==> src/rtl/imm_pkg.sv <==
// Shared definitions for the immediate-sequence encoder: instruction field
// positions, default opcodes, FSM state and class types, and word packing.
package imm_pkg;

    localparam int OPC_MSB   = 29;
    localparam int OPC_LSB   = 26;
    localparam int RD_MSB    = 25;
    localparam int RD_LSB    = 22;
    localparam int IMM12_MSB = 11;
    localparam int IMM12_LSB = 0;

    localparam logic [3:0] DEF_OP_MOV8  = 4'h1;
    localparam logic [3:0] DEF_OP_MOV12 = 4'h2;
    localparam logic [3:0] DEF_OP_SHLOR = 4'h3;

    typedef enum logic [2:0] {IDLE, SINGLE, HI, MID, LO} imm_seq_state_t;
    typedef enum logic [1:0] {C_MOV8, C_MOV12, C_LONG} imm_class_t;

    // Bits [21:12] are always zero in every emitted word.
    function automatic logic [29:0] pack_instr(input logic [3:0]  op,
                                               input logic [3:0]  rd,
                                               input logic [11:0] imm12);
        logic [29:0] w;
        w = '0;
        w[OPC_MSB:OPC_LSB]     = op;
        w[RD_MSB:RD_LSB]       = rd;
        w[IMM12_MSB:IMM12_LSB] = imm12;
        return w;
    endfunction

endpackage

==> src/rtl/imm_classify.sv <==
// Picks the shortest encoding class for a 30-bit constant.
module imm_classify
    import imm_pkg::*;
(
    input  logic [29:0] value,
    input  logic        force_long,
    output imm_class_t  cls
);

    always_comb begin
        cls = C_LONG;
        if (!force_long) begin
            if (value[29:8] == '0) begin
                cls = C_MOV8;
            end else if (value[29:12] == '0) begin
                cls = C_MOV12;
            end
        end
    end

endmodule

==> src/rtl/imm_seq_encoder.sv <==
// Converts a constant plus destination register into a 1- or 3-word
// move-immediate sequence; every output comes straight from a flop.
module imm_seq_encoder
    import imm_pkg::*;
#(
    parameter logic [3:0] OP_MOV8  = DEF_OP_MOV8,
    parameter logic [3:0] OP_MOV12 = DEF_OP_MOV12,
    parameter logic [3:0] OP_SHLOR = DEF_OP_SHLOR
) (
    input  logic           clk,
    input  logic           reset_n,
    // valid/ready: a beat transfers on a rising edge where both are high;
    // a producer holding valid keeps its payload stable until that edge.
    input  logic           req_valid,
    output logic           req_ready,
    input  logic [29:0]    req_value,
    input  logic [3:0]     req_rd,
    input  logic           req_force_long,
    output logic           out_valid,
    input  logic           out_ready,
    output logic [29:0]    out_instr,
    output logic           out_last,
    output logic [7:0]     seq_count,
    output imm_seq_state_t state
);

    imm_seq_state_t state_q, state_d;
    imm_class_t     cls;
    logic [23:0]    val_q, val_d;
    logic [3:0]     rd_q, rd_d;
    logic [29:0]    instr_d;
    logic           valid_d, last_d, ready_d;

    imm_classify u_classify (
        .value      (req_value),
        .force_long (req_force_long),
        .cls        (cls)
    );

    always_comb begin
        state_d = state_q;
        val_d   = val_q;
        rd_d    = rd_q;
        instr_d = out_instr;
        valid_d = out_valid;
        last_d  = out_last;
        ready_d = req_ready;
        case (state_q)
            IDLE: begin
                if (req_valid) begin
                    val_d   = req_value[23:0];
                    rd_d    = req_rd;
                    valid_d = 1'b1;
                    ready_d = 1'b0;
                    case (cls)
                        C_MOV8: begin
                            instr_d = pack_instr(OP_MOV8, req_rd, {4'b0, req_value[7:0]});
                            last_d  = 1'b1;
                            state_d = SINGLE;
                        end
                        C_MOV12: begin
                            instr_d = pack_instr(OP_MOV12, req_rd, req_value[11:0]);
                            last_d  = 1'b1;
                            state_d = SINGLE;
                        end
                        default: begin
                            instr_d = pack_instr(OP_MOV12, req_rd, {6'b0, req_value[29:24]});
                            last_d  = 1'b0;
                            state_d = HI;
                        end
                    endcase
                end
            end
            HI: begin
                if (out_ready) begin
                    instr_d = pack_instr(OP_SHLOR, rd_q, val_q[23:12]);
                    state_d = MID;
                end
            end
            MID: begin
                if (out_ready) begin
                    instr_d = pack_instr(OP_SHLOR, rd_q, val_q[11:0]);
                    last_d  = 1'b1;
                    state_d = LO;
                end
            end
            SINGLE, LO: begin
                // The final handshake only returns to IDLE; a new request
                // is taken no earlier than the following edge.
                if (out_ready) begin
                    valid_d = 1'b0;
                    last_d  = 1'b0;
                    ready_d = 1'b1;
                    state_d = IDLE;
                end
            end
            default: begin
                valid_d = 1'b0;
                last_d  = 1'b0;
                ready_d = 1'b1;
                state_d = IDLE;
            end
        endcase
    end

    always_ff @(posedge clk or negedge reset_n) begin
        if (!reset_n) begin
            state_q   <= IDLE;
            val_q     <= '0;
            rd_q      <= '0;
            out_instr <= '0;
            out_valid <= 1'b0;
            out_last  <= 1'b0;
            req_ready <= 1'b1;
        end else begin
            state_q   <= state_d;
            val_q     <= val_d;
            rd_q      <= rd_d;
            out_instr <= instr_d;
            out_valid <= valid_d;
            out_last  <= last_d;
            req_ready <= ready_d;
        end
    end

    always_ff @(posedge clk or negedge reset_n) begin
        if (!reset_n) begin
            seq_count <= '0;
        end else if (out_valid && out_ready && out_last && (seq_count != 8'hFF)) begin
            seq_count <= seq_count + 8'd1;
        end
    end

    assign state = state_q;

endmodule
==> config.mk <==
export PLATFORM = sky130hd
export DESIGN_NAME = imm_seq_encoder
export DESIGN_NICKNAME = d
export VERILOG_FILES = /design/src/rtl/imm_pkg.sv /design/src/rtl/imm_classify.sv /design/src/rtl/imm_seq_encoder.sv
export SDC_FILE = /design/constraint.sdc
export NUM_CORES = 1
export LEC_CHECK = 0
export BUFFER_PORTS_ARGS = -buffer_cell sky130_fd_sc_hd__buf_2
export CORE_MARGIN = 3
export CORE_UTILIZATION = 37
export CTS_BUF_LIST = sky130_fd_sc_hd__clkbuf_2
export DETAILED_ROUTE_END_ITERATION = 10
export PLACE_DENSITY = 0.65
export SLEW_MARGIN = 20
export SYNTH_ARGS = -nofsm -noshare
export SYNTH_HDL_FRONTEND = slang
export SYNTH_SLANG_ARGS = --single-unit
==> constraint.sdc <==
create_clock -name clk -period 1.8 [get_ports clk]
set_input_delay 0.18 -clock clk [delete_from_list [all_inputs] [get_ports clk]]
set_output_delay 0.18 -clock clk [all_outputs]
set_load 0.05 [all_outputs]
==> Word-level counts from Yosys, hierarchy flattened <==
Index checks and enable logic that the tools add are counted.
{ "word_totals": {"ff_bits": 72, "input_bits": 39, "output_inout_bits": 44, "word_cells": 60} }
{ "op_classes": {"n_addsub": 1, "n_eq_ne": 10, "mux": 23, "bitwise": 2, "n_reduce_logical": 16} }
{ "op_table": {"columns": ["op", "count"], "rows": [
  ["30-bit 2-to-1 mux", 3],
  ["30-bit one-hot mux with 3 select lines", 1],
  ["28-bit one-hot mux with 2 select lines", 1],
  ["22-bit zero test", 1],
  ["18-bit zero test", 1],
  ["3-bit 2-to-1 mux", 4],
  ["3-bit one-hot mux with 4 select lines", 1],
  ["4-bit AND reduction", 3],
  ["8-bit by 1-bit adder with 8-bit output, second input constant", 1],
  ["2-bit 2-to-1 mux", 4],
  ["2-bit inequality test, second input constant", 4],
  ["8-bit inequality test, second input constant", 1],
  ["3-bit by 2-bit == test with 1-bit output, second input constant", 2],
  ["1-bit 2-to-1 mux", 6],
  ["1-bit one-hot mux with 3 select lines", 2],
  ["2-bit OR reduction", 3],
  ["1-bit one-hot mux with 4 select lines", 1],
  ["3-bit by 1-bit == test with 1-bit output, second input constant", 1],
  ["3-bit == test, second input constant", 1],
  ["1-bit logical AND", 3],
  ["3-bit zero test", 1],
  ["3-bit AND reduction", 1],
  ["3-bit nonzero test", 1],
  ["2-bit by 1-bit == test with 1-bit output, second input constant", 1],
  ["3 further kinds", 4]
]} }

==> Longest topological paths before layout <==
{ "logic_depth": {"ltp_word": 9, "depth_mapped": 7, "mapped_depth_nobuf": 5} }

==> Modules after synthesis <==
Synthesis repeated with hierarchy kept, for this count alone.
{ "hier_totals": {"hier_cells": 270, "area_unflattened_um2": 2996.6} }
{ "modules_own_cells": {"columns": ["module", "instances", "cells_each", "area_per_inst_um2", "seq_area_each_um2"], "rows": [
  ["imm_seq_encoder", 1, 260, 2940.3, 1502.7],
  ["imm_classify", 1, 10, 56.3, 0.0]
]} }

==> Worst setup path after synthesis <==
OpenSTA, ideal clock, no wires.
{ "synth_timing": {"path_type": "reg2reg", "startpoint": "register state_q[1] (netlist: state[1])", "endpoint": "register rd_q[0]", "setup_time_ns": 0.125, "arrival_time_ns": 1.887, "required_ns": 1.675, "slack_ns": -0.212, "path_stages_with_launch": 6, "n_path_buf": 2, "synth_period_minus_slack_ns": 2.012, "path_cell_list": "dfrtp_1 > buf_2 > or3b_4 > nor2_1 > buf_4 > mux2_2"} }
{ "synth_via": {"elab_chain_len": 2} }
{ "synth_rtl": {"columns": ["item", "line", "source"], "rows": [
  ["start, declared", "imm_seq_encoder.sv:27", "imm_seq_state_t state_q, state_d;"],
  ["start signal, assigned", "imm_seq_encoder.sv:116", "state_q <= state_d;"],
  ["3-bit zero test", "imm_seq_encoder.sv:48", "case (state_q)"],
  ["2-bit AND reduction (no line)", null, null],
  ["end signal, assigned", "imm_seq_encoder.sv:118", "rd_q <= rd_d;"],
  ["end, declared", "imm_seq_encoder.sv:30", "logic [3:0] rd_q, rd_d;"]
]} }
Every way passes these cells.
A chain may end at the register's enable or synchronous reset.

==> Final worst setup path <==
{ "layout_timing": {"startpoint": "input port req_value[19]", "endpoint": "register out_instr[5]"} }
{ "layout_via": {"elab_chain_len": 8, "elab_cells_between_ends": 10, "classes_between": "eq/ne (1); mux (6); reduce/logical (3)"} }
{ "layout_rtl": {"columns": ["item", "line", "source"], "rows": [
  ["start, declared", "imm_seq_encoder.sv:16", "input logic [29:0] req_value,"],
  ["18-bit zero test", "imm_classify.sv:15", "end else if (value[29:12] == '0) begin"],
  ["2-bit 2-to-1 mux", "imm_classify.sv:15", null],
  ["2-bit 2-to-1 mux (*)", "imm_classify.sv:13", "if (value[29:8] == '0) begin"],
  ["2-bit 2-to-1 mux (*)", "imm_classify.sv:12", "if (!force_long) begin"],
  ["2-bit by 1-bit == test with 1-bit output or 2-bit zero test (tied branches)", "imm_seq_encoder.sv:55", "case (cls)"],
  ["28-bit one-hot mux with 2 select lines (*)", "imm_seq_encoder.sv:55", null],
  ["30-bit 2-to-1 mux (*)", "imm_seq_encoder.sv:50", "if (req_valid) begin"],
  ["30-bit one-hot mux with 3 select lines (*)", "imm_seq_encoder.sv:48", null],
  ["end signal, assigned", "imm_seq_encoder.sv:119", "out_instr <= instr_d;"],
  ["end, declared", "imm_seq_encoder.sv:21", "output logic [29:0] out_instr,"]
]} }
Every way passes the cells marked *; elsewhere a longest branch is shown, timed or not. The select of a mux whose other input is x is not followed.

==> flow_summary.yaml <==
yosys:
  synthSimpleGateAreaFrac: 0.1331
  synth-xor-area-share: 0.01175
  synth_adder_area_share: 0.004198
  syn_inst: 269
  syn_area_um2: 2980
  ys_types: 44
  synth-compound-area-share: 0.1154
  ys_ff_latch: 60
  syn_area_per_cell_um2: 11.08
  synthMuxAreaShare: 0.1637
  synth_top_family_by_area: "multiplexers"
  synth.yosys.seq_area_share: 0.5042
  yosys_warnings: 0
placement:
  io_buffers: 70
  place_ws_ns: 0.1696
  dpl.hpwl_um: 4894
  placed_cells: 437
  dpl_cell_area_um2: 3471
  gp_congestion: 0.7620
floorplanning:
  core_um2: 7767
  num_rows: 32
  initial_core_util: 0.3837
  fp.dieH_um: 95.75
  chipWidth_um: 95.75
  dieArea_um2: 9168
  io-pin-count: 83
route:
  drtPass1Iterations: 4
  vias: 2413
  top_layer_used: "met4"
  wl_per_cell_um: 14.36
  drt-total-wl_um: 6935
  via_per_inst: 4.996
  wl_met3_um: 334
  wl_met1_um: 3166
  drc: 0
  ant_nets: 0
  drt_iter0_markers: 69
  wl_met2_um: 3259
worst_setup_path:
  crit_required_ns: 2.20
  cp_max_fo: 13
  setup.worst_path.class: "in2reg"
  critPathCaptureType: "register"
  r2r_start: "state[1]"
  startpoint_type: "input pin"
  critPathLaunch: "req_value[19]"
  critPathArrivalTime_ns: 2.09
outcome:
  status: "finished, final reports clean"
sta:
  slew_viol_final: 0
  layout_min_cycle_time_ns: 1.685
  hold_viol_final: 0
  min_period_over_period: 0.9361
  grt_setup_unrepaired: "false"
  finalSetupTns_ns: 0
  timing.max_slew.rel_slack: 0.6479
  clock_skew_ns: 0.02751
  max_freq_mhz: 593.5
  worstMarginPinSlew_ns: 0.5234
  setup_ws_ns: 0.1151
  setup_viol: 0
clock_network:
  cts.sinks: 60
  cts_made_buffers: 9
  cts.path.max_buffers: 2
  clk_pin_slew_ns: 0.17
  h-tree-depth: 3
  cts_setup_buffers: 0
  cts-root-buf: "clkbuf_2"
  clkLatencyLatePin_ns: 0.47
  cts_tree: "done"
power:
  power_density_nw_per_um2: 1783
  ir_worst_vdd_v: 0.0006339
  leakage_nw: 1.754
final_layout:
  finalCoreUtilization: 0.4990
  design_area_um2: 3876
  drive_gt1_frac: 0.3570
  final_cells: 483
  diodes: 0
  area_growth_pct: 30.06
  nNetsFinal: 416
global_routing:
  grt_overflow: 0
  antenna_found_initial: 0
  grt_max_degree: 45
  grt_pass1_wl_um: 11180
  grt_pass1_vias: 2305
  grt_util_all_layers: 0.1607
min_path:
  hold_start: "out_ready"
  min_path_type: "in2reg"
job:
  drv_cap: 0
==> cell usage after synthesis, drive strengths merged <==
cell | count | area share
xnor2 | 1 | 0.0029
nand2 | 24 | 0.030
dfrtp | 59 | 0.50
and2 | 2 | 0.0042
o21ai | 7 | 0.012
o221a | 1 | 0.0038
nor4b | 2 | 0.0059
buf | 25 | 0.058
inv | 2 | 0.0025
ha | 1 | 0.0042
a221o | 1 | 0.0034
a21oi | 11 | 0.022
nor2 | 11 | 0.014
or3b | 1 | 0.0038
nand2b | 3 | 0.0063
mux2 | 30 | 0.11
nor3 | 14 | 0.024
and3 | 3 | 0.0063
a31oi | 4 | 0.0084
o211ai | 5 | 0.013
dfstp | 1 | 0.0088
o22a | 11 | 0.032
o22ai | 1 | 0.0021
clkbuf | 5 | 0.0063
or3 | 2 | 0.0042
a211oi | 2 | 0.0067
or4 | 1 | 0.0025
o21bai | 1 | 0.0025
xor2 | 3 | 0.0088
nand3 | 4 | 0.0067
nor2b | 3 | 0.0063
nand4 | 3 | 0.0063
o32ai | 1 | 0.0029
nor4 | 5 | 0.010
conb | 1 | 0.0013
nor3b | 1 | 0.0025
o32a | 2 | 0.0067
mux2i | 15 | 0.050
==> final cells by class <==
cell class / count / area, um^2
Fill cell: 726 / 3891
Sequential cell: 60 / 1506
Multi-Input combinational cell: 188 / 1329
Timing Repair Buffer: 115 / 800.8
Tap cell: 102 / 127.6
Clock inverter: 6 / 55.05
Clock buffer: 10 / 50.05
Inverter: 2 / 7.507
==> critical path, stage by stage <==
cell and delay (ns):
dlygate4sd3_1 0.53, buf_2 0.13, or4_1 0.59, buf_4 0.23, nor3_1 0.21, o221a_2 0.21
==> placed cells by master, fill, tap and decap left out, types with 10 or more instances in the layout <==
cell type	Yosys	layout
buf_2	8	70
nand2_1	24	24
clkbuf_2	0	10
buf_4	16	12
conb_1	1	12
dfrtp_1	59	56
a21oi_1	10	10
nor2_1	11	10
mux2_2	26	26
nor3_1	14	14
o22a_1	11	11
mux2i_1	15	15
dlygate4sd3_1	0	30
==> cell families after synthesis <==
logic type / after synthesis
simple gates: 79
fa+ha+maj: 1
mux: 45
flops: 60
buf+inv: 32
compound gates: 47
other cells: 1
xor+xnor: 4
==> worst paths after layout <==
| check | to | slack, ns | depth (start not counted) |
|---|---|---|---|
| min in group asynchronous | state[2] | 0.16 | 2 |
| hold reg to reg | seq_count[7] | 0.50 | 1 |
| hold / removal | state[2] | 0.06 | 3 |
| setup / recovery | out_instr[5] | 0.12 | 6 |
| setup reg to reg | val_q[11] | 0.17 | 4 |
| max in group asynchronous | out_instr[0] | 1.05 | 3 |
==> routing by layer <==
metal / global-route usage / vias to the layer above
met5: 0 / -
met4: 0.07701 / 0
met3: 0.02893 / 16
met2: 0.2554 / 70
met1: 0.2122 / 1156
li1: - / 1171
==> metrics by stage <==
step | power [mW] | hold slack (ns)
final | 6.910 | 0.06334
after global routing | 7.397 | 0.02751
after CTS | 6.978 | 0.02227
after detailed placement | 6.132 | 0.1357
after global placement | 6.042 | 0.1353
after floorplan | 5.289 | -0.1156
==> report_power, final <==
group	switching, mW	leakage (nW)	total [mW]	internal, mW
Sequential	0.395	0.704	2.39	2.00
Clock	0.476	0.0752	0.792	0.316
Combinational	2.30	0.975	3.73	1.42
Total	3.18	1.75	6.91	3.73
==> repair_timing <==
item | in CTS | in global routing
setup endpoints to repair | 0 | 0
resized for setup | 0 | 0
hold buffers | 30 | 0
endpoints found under the hold margin | 91 | 0
==> registers in the layout, indices dropped and copies added, names as in the netlist <==
register / count
state: 3
val_q: 24
out_valid: 1
out_last: 1
out_instr: 18
rd_q: 4
req_ready: 1
seq_count: 8
(Power assumes the default switching activity.)
